===== src/rtl/eth_pcs_params.sv =====
// ----------------------------------------------------------------------------
// eth_pcs_params
// Shared constants and types for the 10GBASE-R style PCS transmit path:
// datapath widths, scrambler polynomial taps and seed, PRBS31 taps and seed,
// and the transmit mode enumeration.
// ----------------------------------------------------------------------------
package eth_pcs_params;

   localparam int W_DATA          = 32;
   localparam int W_SYNC          = 2;
   localparam int W_TRANS_PER_BLK = 1;

   // Self-synchronous scrambler G(x) = 1 + x^39 + x^58
   localparam int W_SCR_STATE = 58;
   localparam int SCR_TAP_A   = 39;
   localparam int SCR_TAP_B   = 58;
   localparam logic [W_SCR_STATE-1:0] SCR_SEED = '1;

   // PRBS31: b[n] = b[n-31] ^ b[n-28]
   localparam int W_PRBS31     = 31;
   localparam int PRBS31_TAP_A = 31;
   localparam int PRBS31_TAP_B = 28;
   localparam logic [W_PRBS31-1:0] PRBS31_SEED = '1;

   typedef enum logic [1:0] {
      MODE_NORMAL   = 2'd0,
      MODE_BYPASS   = 2'd1,
      MODE_PRBS31   = 2'd2,
      MODE_RESERVED = 2'd3
   } mode_e;

   // Reserved encoding behaves exactly like normal operation.
   function automatic mode_e norm_mode(input logic [1:0] m);
      mode_e r;
      case (m)
         2'd1:    r = MODE_BYPASS;
         2'd2:    r = MODE_PRBS31;
         default: r = MODE_NORMAL;
      endcase
      return r;
   endfunction

   // Unrolls 32 PRBS31 steps. seq[30-k] = history bit generated k+1 bits
   // ago (p[k]); seq[31+i] = newly generated bit i of the current word.
   function automatic logic [W_PRBS31+W_DATA-1:0] prbs31_expand(
      input logic [W_PRBS31-1:0] p
   );
      logic [W_PRBS31+W_DATA-1:0] seq;
      seq = '0;
      for (int unsigned k = 0; k < W_PRBS31; k++)
         seq[W_PRBS31-1-k] = p[k];
      for (int unsigned i = 0; i < W_DATA; i++)
         seq[W_PRBS31+i] = seq[i] ^ seq[i + (PRBS31_TAP_A - PRBS31_TAP_B)];
      return seq;
   endfunction

endpackage


===== src/rtl/eth_pcs_prbs31_gen.sv =====
// ----------------------------------------------------------------------------
// eth_pcs_prbs31_gen
// Word-parallel PRBS31 test-pattern generator, 32 bits per enabled cycle.
// word_o is combinational from the current state (zero latency); the state
// advances by one word on each clock with en_i high.
//   clk_i  : clock
//   rst_i  : asynchronous active-high reset, loads PRBS31_SEED
//   en_i   : advance state by 32 bits
//   word_o : current 32-bit pattern word, bit 0 first
// ----------------------------------------------------------------------------
module eth_pcs_prbs31_gen
   import eth_pcs_params::*;
(
   input  logic              clk_i,
   input  logic              rst_i,
   input  logic              en_i,
   output logic [W_DATA-1:0] word_o
);

   logic [W_PRBS31-1:0]        p_q, p_d;
   logic [W_PRBS31+W_DATA-1:0] seq;

   always_comb begin
      seq    = prbs31_expand(p_q);
      word_o = seq[W_PRBS31 +: W_DATA];
      p_d    = p_q;
      // New history: p[k] = bit generated k+1 bits before the next word.
      if (en_i) begin
         for (int unsigned k = 0; k < W_PRBS31; k++)
            p_d[k] = seq[W_PRBS31+W_DATA-1-k];
      end
   end

   always_ff @(posedge clk_i or posedge rst_i) begin
      if (rst_i) p_q <= PRBS31_SEED;
      else       p_q <= p_d;
   end

endmodule


===== src/rtl/eth_pcs_tx_scrambler.sv =====
// ----------------------------------------------------------------------------
// eth_pcs_tx_scrambler
// PCS transmit scrambler: 1 + x^39 + x^58 self-synchronous scrambler with
// bypass and PRBS31 test modes. Mode changes take effect at block
// boundaries only. Sync header passes through unscrambled.
//   i_clk, i_reset   : clock, asynchronous active-high reset
//   i_clk_en         : transfer enable from the gearbox
//   i_trans_cnt      : transfer index within the 66b block (0 = first half)
//   i_mode           : 0 normal, 1 bypass, 2 PRBS31, 3 treated as normal
//   i_sync_data      : sync header in  -> o_sync_data (unchanged)
//   i_data           : payload half-block, bit 0 first -> o_scr_data
//   o_mode_active    : mode applied to the current output
// ----------------------------------------------------------------------------
module eth_pcs_tx_scrambler
   import eth_pcs_params::*;
(
   input  logic                       i_clk,
   input  logic                       i_reset,
   input  logic                       i_clk_en,
   input  logic [W_TRANS_PER_BLK-1:0] i_trans_cnt,
   input  logic [1:0]                 i_mode,
   input  logic [W_SYNC-1:0]          i_sync_data,
   input  logic [W_DATA-1:0]          i_data,
   output logic [W_SYNC-1:0]          o_sync_data,
   output logic [W_DATA-1:0]          o_scr_data,
   output logic [1:0]                 o_mode_active
);

   mode_e                  mode_q, mode_d, mode_eff;
   logic [W_SCR_STATE-1:0] s_q, s_d;
   logic [W_DATA-1:0]      scr_w, scr_rev, prbs_w;
   logic                   prbs_en;

   // A new mode is sampled only at the first transfer of a block and
   // already governs that transfer's output.
   always_comb begin
      mode_eff = mode_q;
      if (i_clk_en && (i_trans_cnt == '0))
         mode_eff = norm_mode(i_mode);
      mode_d = i_clk_en ? mode_eff : mode_q;
   end

   // S[k] is the scrambled bit sent k+1 bits ago; since 32 < 39 no bit of
   // the current word feeds back into the same word.
   always_comb begin
      scr_w   = '0;
      scr_rev = '0;
      for (int unsigned i = 0; i < W_DATA; i++)
         scr_w[i] = i_data[i] ^ s_q[SCR_TAP_A-1-i] ^ s_q[SCR_TAP_B-1-i];
      for (int unsigned k = 0; k < W_DATA; k++)
         scr_rev[k] = scr_w[W_DATA-1-k];
   end

   // Bypass keeps advancing S so a return to normal stays in sync.
   always_comb begin
      s_d = s_q;
      if (i_clk_en && (mode_eff != MODE_PRBS31))
         s_d = {s_q[W_SCR_STATE-W_DATA-1:0], scr_rev};
   end

   assign prbs_en = i_clk_en && (mode_eff == MODE_PRBS31);

   eth_pcs_prbs31_gen u_prbs31 (
      .clk_i  (i_clk),
      .rst_i  (i_reset),
      .en_i   (prbs_en),
      .word_o (prbs_w)
   );

   always_comb begin
      case (mode_eff)
         MODE_BYPASS: o_scr_data = i_data;
         MODE_PRBS31: o_scr_data = prbs_w;
         default:     o_scr_data = scr_w;
      endcase
   end

   assign o_sync_data   = i_sync_data;
   assign o_mode_active = mode_eff;

   always_ff @(posedge i_clk or posedge i_reset) begin
      if (i_reset) begin
         s_q    <= SCR_SEED;
         mode_q <= MODE_NORMAL;
      end else begin
         s_q    <= s_d;
         mode_q <= mode_d;
      end
   end

endmodule


===== config.mk =====
export PLATFORM = sky130hd
export DESIGN_NAME = eth_pcs_tx_scrambler
export DESIGN_NICKNAME = d
export VERILOG_FILES = /design/src/rtl/eth_pcs_params.sv /design/src/rtl/eth_pcs_prbs31_gen.sv /design/src/rtl/eth_pcs_tx_scrambler.sv
export SDC_FILE = /design/constraint.sdc
export NUM_CORES = 1
export LEC_CHECK = 0
export CORE_ASPECT_RATIO = 0.9
export CORE_MARGIN = 2
export CORE_UTILIZATION = 30
export CTS_CLUSTER_SIZE = 25
export DETAILED_ROUTE_END_ITERATION = 10
export DONT_BUFFER_PORTS = 1
export HOLD_SLACK_MARGIN = 0.02
export PLACE_DENSITY = 0.51
export SYNTH_ARGS = -nofsm -noshare
export SYNTH_HDL_FRONTEND = slang
export SYNTH_HIERARCHICAL = 1
export SYNTH_SLANG_ARGS = --single-unit

===== constraint.sdc =====
create_clock -name i_clk -period 2.6 [get_ports i_clk]
set_input_delay 0.39 -clock i_clk [delete_from_list [all_inputs] [get_ports i_clk]]
set_output_delay 0.39 -clock i_clk [all_outputs]
set_load 0.01 [all_outputs]

After elaboration in Yosys (flattened, before gate mapping). Index checks and enable logic that the tools add are counted. Widths: inputs -> output; s select.

Eq/ne operators: 5. Shift-type cells: 0. Magnitude comparators: 0. Bitwise operators: 97. Reductions and logical operators: 3. Divide/modulo/power cells: 0. $mul: 0. Add/subtract/negate cells: 0. Muxes and demuxes: 3.

Operators with widths (number): $xor 1x1->1 (96); $pmux 32 s2 (1); $eq 2x1->1 const B (2); $eq 2x2->1 const B (2); $pmux 2 s2 (1); $logic_and 1x1->1 (3); $mux 2 (1); $ne 2x2->1 const B (1); $not 1->1 (1).

Memory bits (writable): 0. Output and inout port bits: 36. Bits of input ports: 40. Flip-flop bits (word level): 91. Latch bits: 0. Memories kept: 0. Bits in read-only memories: 0.

Depth between registers and ports, before layout. Gate-level depths: netlist of run 1.

Depth after elaboration: 5. Mapped depth: 10.

Modules after synthesis. Netlist of run 1, hierarchy kept.

Modules (own cells, without submodules): eth_pcs_tx_scrambler (sequential area each 1574.0 sq um, cells an instance 321, times used 1, area an instance 3542.1 sq um); eth_pcs_prbs31_gen (sequential area each 814.5 sq um, cells an instance 98, times used 1, area an instance 1522.7 sq um).

Worst setup path before layout of run 1. No wires, ideal clock.

Path kind: in2reg. Start point: in i_trans_cnt. End point: reg u_prbs31.p_q[10]. Path slack: 0.137 ns. Arrival: 2.380 ns. Setup time: 0.082 ns. Stages: 9. Path buffers: 3. Cell sequence: and2b_1 > mux2_2 > inv_1 > ha_1 > buf_6 > clkbuf_1 > and2_1 > buf_2 > mux2_2.

Longest elaborated chain between the ends: 5.

RTL lines: start: declaration (RTL line eth_pcs_tx_scrambler.sv:20) `input logic [W_TRANS_PER_BLK-1:0] i_trans_cnt,`; $not 1->1 (RTL line eth_pcs_tx_scrambler.sv:38) `if (i_clk_en && (i_trans_cnt == '0))`; $logic_and 1x1->1 (RTL line eth_pcs_tx_scrambler.sv:38); $mux 2 (RTL line eth_pcs_tx_scrambler.sv:38); via o_mode_active[0] (RTL line eth_pcs_tx_scrambler.sv:26) `output logic [1:0] o_mode_active`; $eq 2x2->1 (RTL line eth_pcs_tx_scrambler.sv:61) `assign prbs_en = i_clk_en && (mode_eff == MODE_PRBS31);`; $logic_and 1x1->1 (RTL line eth_pcs_tx_scrambler.sv:61); via prbs_en (RTL line eth_pcs_tx_scrambler.sv:32) `logic prbs_en;`; end signal: assignment (RTL line eth_pcs_prbs31_gen.sv:36) `else p_q <= p_d;`; end: declaration (RTL line eth_pcs_prbs31_gen.sv:20) `logic [W_PRBS31-1:0] p_q, p_d;`.

The timed path passes the listed nets, and every way through them passes these cells. A chain may end at the register's enable or synchronous reset.

Worst setup path after layout of run 1.
Start point: in i_trans_cnt. End point: out o_scr_data[20].

Longest elaborated chain between the ends: 5.

RTL lines: $not 1->1 * (RTL line eth_pcs_tx_scrambler.sv:38); $logic_and 1x1->1 * (RTL line eth_pcs_tx_scrambler.sv:38); $mux 2 * (RTL line eth_pcs_tx_scrambler.sv:38); $eq 2x2->1 or $eq 2x1->1 (tied branches) (RTL line eth_pcs_tx_scrambler.sv:71) `case (mode_eff)`; $pmux 32 s2 * (RTL line eth_pcs_tx_scrambler.sv:71); end: declaration (RTL line eth_pcs_tx_scrambler.sv:25) `output logic [W_DATA-1:0] o_scr_data,`.

Mark *: on every way between the ends. The rest lies on a longest branch, timed or not.

==> impl_metrics.yaml, run 1 <==
hold_path:
  hold_class: "input pin to flop"
drt:
  drt_iter0_drc: 138
  drt-wirelength-per-cell_um: 18.3
  wl_um: 12100
  vias_per_cell: 4.80
  drtAntennaViolNets: 0
  drc: 0
  vias: 3176
  first_pass_iters: 4
finish:
  antenna_cells: 0
  final_cell_area_um2: 5900
  final_cells: 662
  area_growth_pct: 16.6
  num-nets-final: 488
  fin_util_pct: 35.3
  layout-drive-gt1-share_pct: 49.2
placement:
  routabilityCongestion: 0.764
  place_ws_ns: 0.0520
  dpl.hpwl_um: 9170
  port_buffers: 0
  place_inst: 645
  postPlaceCellArea_um2: 5580
critical_path:
  r2r_slack_ns: 0.57
  crit_arrival_ns: 2.10
  critical_path_class: "input pin to output pin"
  crit_path_max_fanout: 4
  crit_required_ns: 2.21
  end_kind: "output pin"
  crit_end: "o_scr_data[20]"
  reg2reg_depth: 7
  worst_setup_path_start_kind: "input pin"
  r2r-start: "mode_q[0]"
  r2r-end: "u_prbs31/p_q[4]"
  startpoint: "i_trans_cnt"
logic_synthesis:
  yosysMostFrequentCell: "dfstp_2"
  ys_ff_latch: 91
  yosys.area.top_type: "dfstp_2"
  synth_edf_count: 0
  synth_top_area_share_pct: 46.2
  synth.area.top_cells: "dfstp_2 (46%), xor2_1 (11%), mux2_4 (8.6%), mux2_2 (7.3%), xnor2_1 (5.5%)"
  ys_warn_count: 6
  avgSynthCellArea_um2: 12.1
  async_reset_ff_share_pct: 100
  syn_nets: 461
  synth_top_flop_cell: "dfstp_2"
  synthCells: 419
  synthTopCellsByCount: "dfstp_2 (89), xor2_1 (61), mux2_2 (33), nand2_1 (33)"
  ys_types: 24
  ys_seq_area_share_pct: 47.2
  synthesis.area_um2: 5060
power_and_ir_drop:
  vdd_drop_max_v: 0.000308
  power.leakage_nw: 2.57
  power.density_nw_per_um2: 1110
clock_tree:
  clk_latency_ns: 0.34
  cts_buffer_depth: 2
  postCtsSetupBuffers: 0
  cts.sinks: 91
  htreeDepth: 3
  cts_tree: "done"
  clk_pin_slew_ns: 0.06
  cts_buffers: 9
  clockRootBuffer: "clkbuf_16"
floorplan:
  start_util_pct: 30.3
  core_um2: 16700
  die_area_um2: 17900
  std_cell_rows: 45
  die_h_um: 127
  ios: 76
  die_x_um: 141
sta:
  tightest_slew_ns: 0.533
  slew_headroom_pct: 64.4
  hold_viol: 0
  finClkSkew_ns: 0.00794
  fmax_mhz: 401
  rsz0062_at_grt: "true"
  setup_viol: 0
  worst_slack_ns: 0.108
  finalCritPeriodShare_pct: 95.9
  final.min_clock_period_ns: 2.49
  slew_viol_final: 0
global_route:
  grt_max_degree: 51
  grt_pass1_wl_um: 19100
  grt_usage_pct: 13.8
  grt_pass1_vias: 3326
  antenna_found_initial: 0
  grt_overflow: 0
flow_run:
  maxCapViolations: 0
status:
  status: "complete, no violations"
how the worst min path moves through the flow:
stage / startpoint / to / slack, ns / depth (start not counted)
floorplan: s_q[2] / s_q[2] / 0.46 / 2
global placement: i_reset / mode_q[0] / 0.34 / 1
detailed placement: i_reset / mode_q[0] / 0.35 / 1
CTS: i_data[20] / s_q[11] / 0.25 / 2
global route: i_data[20] / s_q[11] / 0.27 / 2
finish: i_data[20] / s_q[11] / 0.25 / 2
per-layer routing:
metal,track usage (%),wire [um],vias up,part of all wire (%)
li1,-,-,1519,-
met1,18.0,5520,1605,46
met2,23.4,6000,42,50
met3,3.56,483,10,4.0
met4,3.18,114,0,0.94
met5,0,0,-,0
power breakdown:
| group | total [mW] | internal (mW) | switching, mW | leakage [nW] |
|---|---|---|---|---|
| Combinational | 2.73 | 1.45 | 1.27 | 1.48 |
| Sequential | 2.64 | 2.20 | 0.439 | 0.954 |
| Clock | 1.21 | 0.654 | 0.554 | 0.130 |
cell usage in the layout (no fill, tap or decap):
master and n:
a211o_1 1, a21oi_1 30, a21oi_2 1, a221oi_1 25
a221oi_2 6, and2_1 1, and2b_1 1, buf_12 7
buf_4 37, clkbuf_1 2, clkbuf_16 9, clkinv_2 1
clkinv_4 2, clkinvlp_4 1, dfrtp_1 2, dfstp_2 89
dlygate4sd3_1 1, ha_1 1, ha_2 1, inv_1 3
inv_2 1, inv_6 1, mux2_2 33, mux2_4 29
nand2_1 33, nand2b_4 1, nor2_1 1, nor2b_1 2
nor3b_1 1, o21ai_0 32, xnor2_1 32, xor2_1 61
xor3_2 3
what timing repair did:
action | in CTS | in global routing
setup endpoints to repair | 0 | 6
hold buffers | 1 | 0
gates resized for setup | 0 | 7
hold endpoints to repair | 2 | 0
through the flow:
stage	hold slack [ns]	total power, mW	setup TNS [ns]
floorplan	0.457	4.39	0
global placement	0.344	5.37	0
detailed placement	0.347	5.40	0
CTS	0.249	6.65	0
global route	0.274	7.01	-0.00942
finish	0.255	6.58	0
critical path, cell delays in order:
cell     delay, ns
and2b_1       0.25
mux2_2        0.38
ha_2          0.39
mux2_2        0.35
a211o_1       0.34
area by class of cell:
type | instances | area, um2
multi-input combinational | 295 | 2540
fill | 1630 | 10800
tap | 211 | 264
sequential | 91 | 2390
clock inverter | 5 | 38.8
clock buffer | 11 | 233
inverter | 4 | 15.0
timing repair buffer | 45 | 428
cells by family (layout without fill, tap and decap cells):
group | after synthesis | after routing | synth area share (%)
AND/OR/NAND/NOR | 40 | 40 | 3.46
multiplexers | 62 | 62 | 15.9
XOR/XNOR | 96 | 96 | 17.6
AO/OA/AOI/OAI | 95 | 95 | 11.8
buffers and inverters | 33 | 65 | 3.63
flip-flops | 91 | 91 | 47.2
adder cells (fa/ha/maj) | 2 | 2 | 0.494
registers in the layout (all words and copies together), names as in the netlist:
name	count
s_q	58
u_prbs31/p_q	31
mode_q	2
Note: power is estimated with default switching activity, not from simulation.
==> run 2: changes to the inputs <==
--- a/config.mk
+++ b/config.mk
@@ -5,8 +5,6 @@
 export SDC_FILE = /design/constraint.sdc
 export NUM_CORES = 1
 export LEC_CHECK = 0
-export CORE_ASPECT_RATIO = 0.9
-export CORE_MARGIN = 2
 export CORE_UTILIZATION = 30
 export CTS_CLUSTER_SIZE = 25
 export DETAILED_ROUTE_END_ITERATION = 10
==> run 2 against run 1 <==
Compared with the run above: count of clock-buffer cells in the layout shrank 1; highest routed layer unchanged; combinational power grew 2%; clock power grew 11%; critical path depth is the same; worst setup slack lost 0.0063 ns.
==> impl_metrics.yaml, run 2 (synthesis gave the netlist of run 1 again) <==
critical_path:
  end_kind: "output pin"
  worst_setup_path_start_kind: "input pin"
  crit_path_max_fanout: 5
  slowest_stage: "mux2_2"
  critPathMaxStageDelay_ns: 0.40
  critical_path_class: "input pin to output pin"
  path_delay_family: "multiplexers"
  cp_num_buf_inv: 0
  path_cells: "and2b_1 > mux2_2 > ha_4 > mux2_2 > a211o_1"
  cpMostUsedCell: "mux2_2"
  crit_required_ns: 2.21
  crit_arrival_ns: 2.11
clock_tree:
  cts.sinks: 91
  clk_latency_ns: 0.35
  cts_tree: "done"
  clockRootBuffer: "clkbuf_16"
  clk_pin_slew_ns: 0.06
  cts_buffer_depth: 2
  postCtsSetupBuffers: 0
  cts_buffers: 9
  htreeDepth: 3
global_route:
  met1_usage_pct: 19.8
  grt_pass1_vias: 3381
  met3_usage_pct: 3.38
  grt_overflow: 0
  antenna_found_initial: 0
  top_usage_layer: "met2"
  grt_max_degree: 48
  grt_usage_pct: 14.8
  use_met2_pct: 23.6
  grt_pass1_wl_um: 19700
placement:
  routabilityCongestion: 0.773
  port_buffers: 0
  place_inst: 654
  dpl.hpwl_um: 9010
hold_path:
  hold_class: "input pin to flop"
drt:
  drtAntennaViolNets: 0
  wl_um: 12600
  vias_per_cell: 4.79
  drc: 0
  first_pass_iters: 4
  drt_iter0_drc: 114
  vias: 3216
  drt-wirelength-per-cell_um: 18.8
finish:
  regArea_um2: 2390
  reg_top3: "s_q x58, u_prbs31/p_q x31, mode_q x2"
  final_cell_mix: "dfstp_2 (89), xor2_1 (61), buf_4 (36)"
  final_cells: 672
  num-nets-final: 489
  final.fill_count: 1630
  multi_input_comb_area_um2: 2500
  final_common_cell: "dfstp_2"
  regMostFlops: "s_q"
  area_growth_pct: 17.4
  antenna_cells: 0
  fin_util_pct: 36.0
  layout-drive-gt1-share_pct: 48.2
  largest_reg_flops: 58
floorplan:
  start_util_pct: 30.7
  std_cell_rows: 47
  die_h_um: 132
  core_um2: 16500
  die_x_um: 132
  ios: 76
  die_area_um2: 17400
sta:
  slew_headroom_pct: 66.2
  setup_viol: 0
  rsz0062_at_grt: "false"
  fmax_mhz: 400
  tightest_slew_ns: 0.506
  slew_viol_final: 0
  finalCritPeriodShare_pct: 96.1
  finClkSkew_ns: 0.00629
  final.min_clock_period_ns: 2.50
  fin_setup_tns_ns: 0
  hold_ws_ns: 0.250
  hold_viol: 0
power_and_ir_drop:
  power.leakage_nw: 2.58
  finalPower_mw: 6.76
  comb_power_share_pct: 41.2
  pwr-share-seq_pct: 38.9
  power.density_nw_per_um2: 1140
  switching_share_pct: 34.2
  vdd_drop_max_v: 0.000417
  p_int_mw: 4.45
  switching_power_mw: 2.31
  p_clk_share_pct: 19.9
status:
  status: "complete, no violations"
flow_run:
  maxCapViolations: 0
## run 2: final cells by class
class,instances,area share (%)
inverters,4,0.252
clock buffers,10,4.02
clock inverters,6,1.09
flip-flops and latches,91,40.2
well taps,220,4.63
repair buffers,46,7.74
multi-input cells,295,42.1
## run 2: metrics by stage
step	cell area, um2	worst slack [ns]
after global placement	5590	0.0962
after floorplan	5060	0.137
after global routing	5950	0.00289
after detailed placement	5590	0.0589
after CTS	5910	0.0535
final	5950	0.101
## run 2: power by group through the flow
stage | registers, mW | clock network (mW) | logic (mW)
CTS | 2.64 | 1.38 | 2.77
global route | 2.70 | 1.44 | 3.06
detailed placement | 2.65 | 0 | 2.75
finish | 2.63 | 1.34 | 2.78
floorplan | 2.51 | 0 | 1.88
global placement | 2.64 | 0 | 2.73
## run 2: final timing paths
check                                  from                to  slack, ns  cells after the start
max in group asynchronous           i_reset            s_q[5]       1.40                      3
worst max register to register    mode_q[0]  u_prbs31/p_q[25]       0.61                      7
worst min-delay path             i_data[20]           s_q[11]       0.25                      2
worst min register to register       s_q[1]            s_q[1]       0.48                      2
worst max-delay path            i_trans_cnt    o_scr_data[20]       0.10                      5
min in group asynchronous           i_reset  u_prbs31/p_q[22]       0.32                      2
## run 2: per-layer routing
layer / vias up / share of wire [%]
li1: 1535 / -
met1: 1611 / 46
met2: 56 / 48
met3: 14 / 4.0
met4: 0 / 1.2
met5: - / 0
## run 2: what timing repair did
item,4_1_cts,5_1_grt
hold buffers,1,0
setup endpoints to repair,0,8
resized for setup,0,3
hold endpoints to repair,2,0
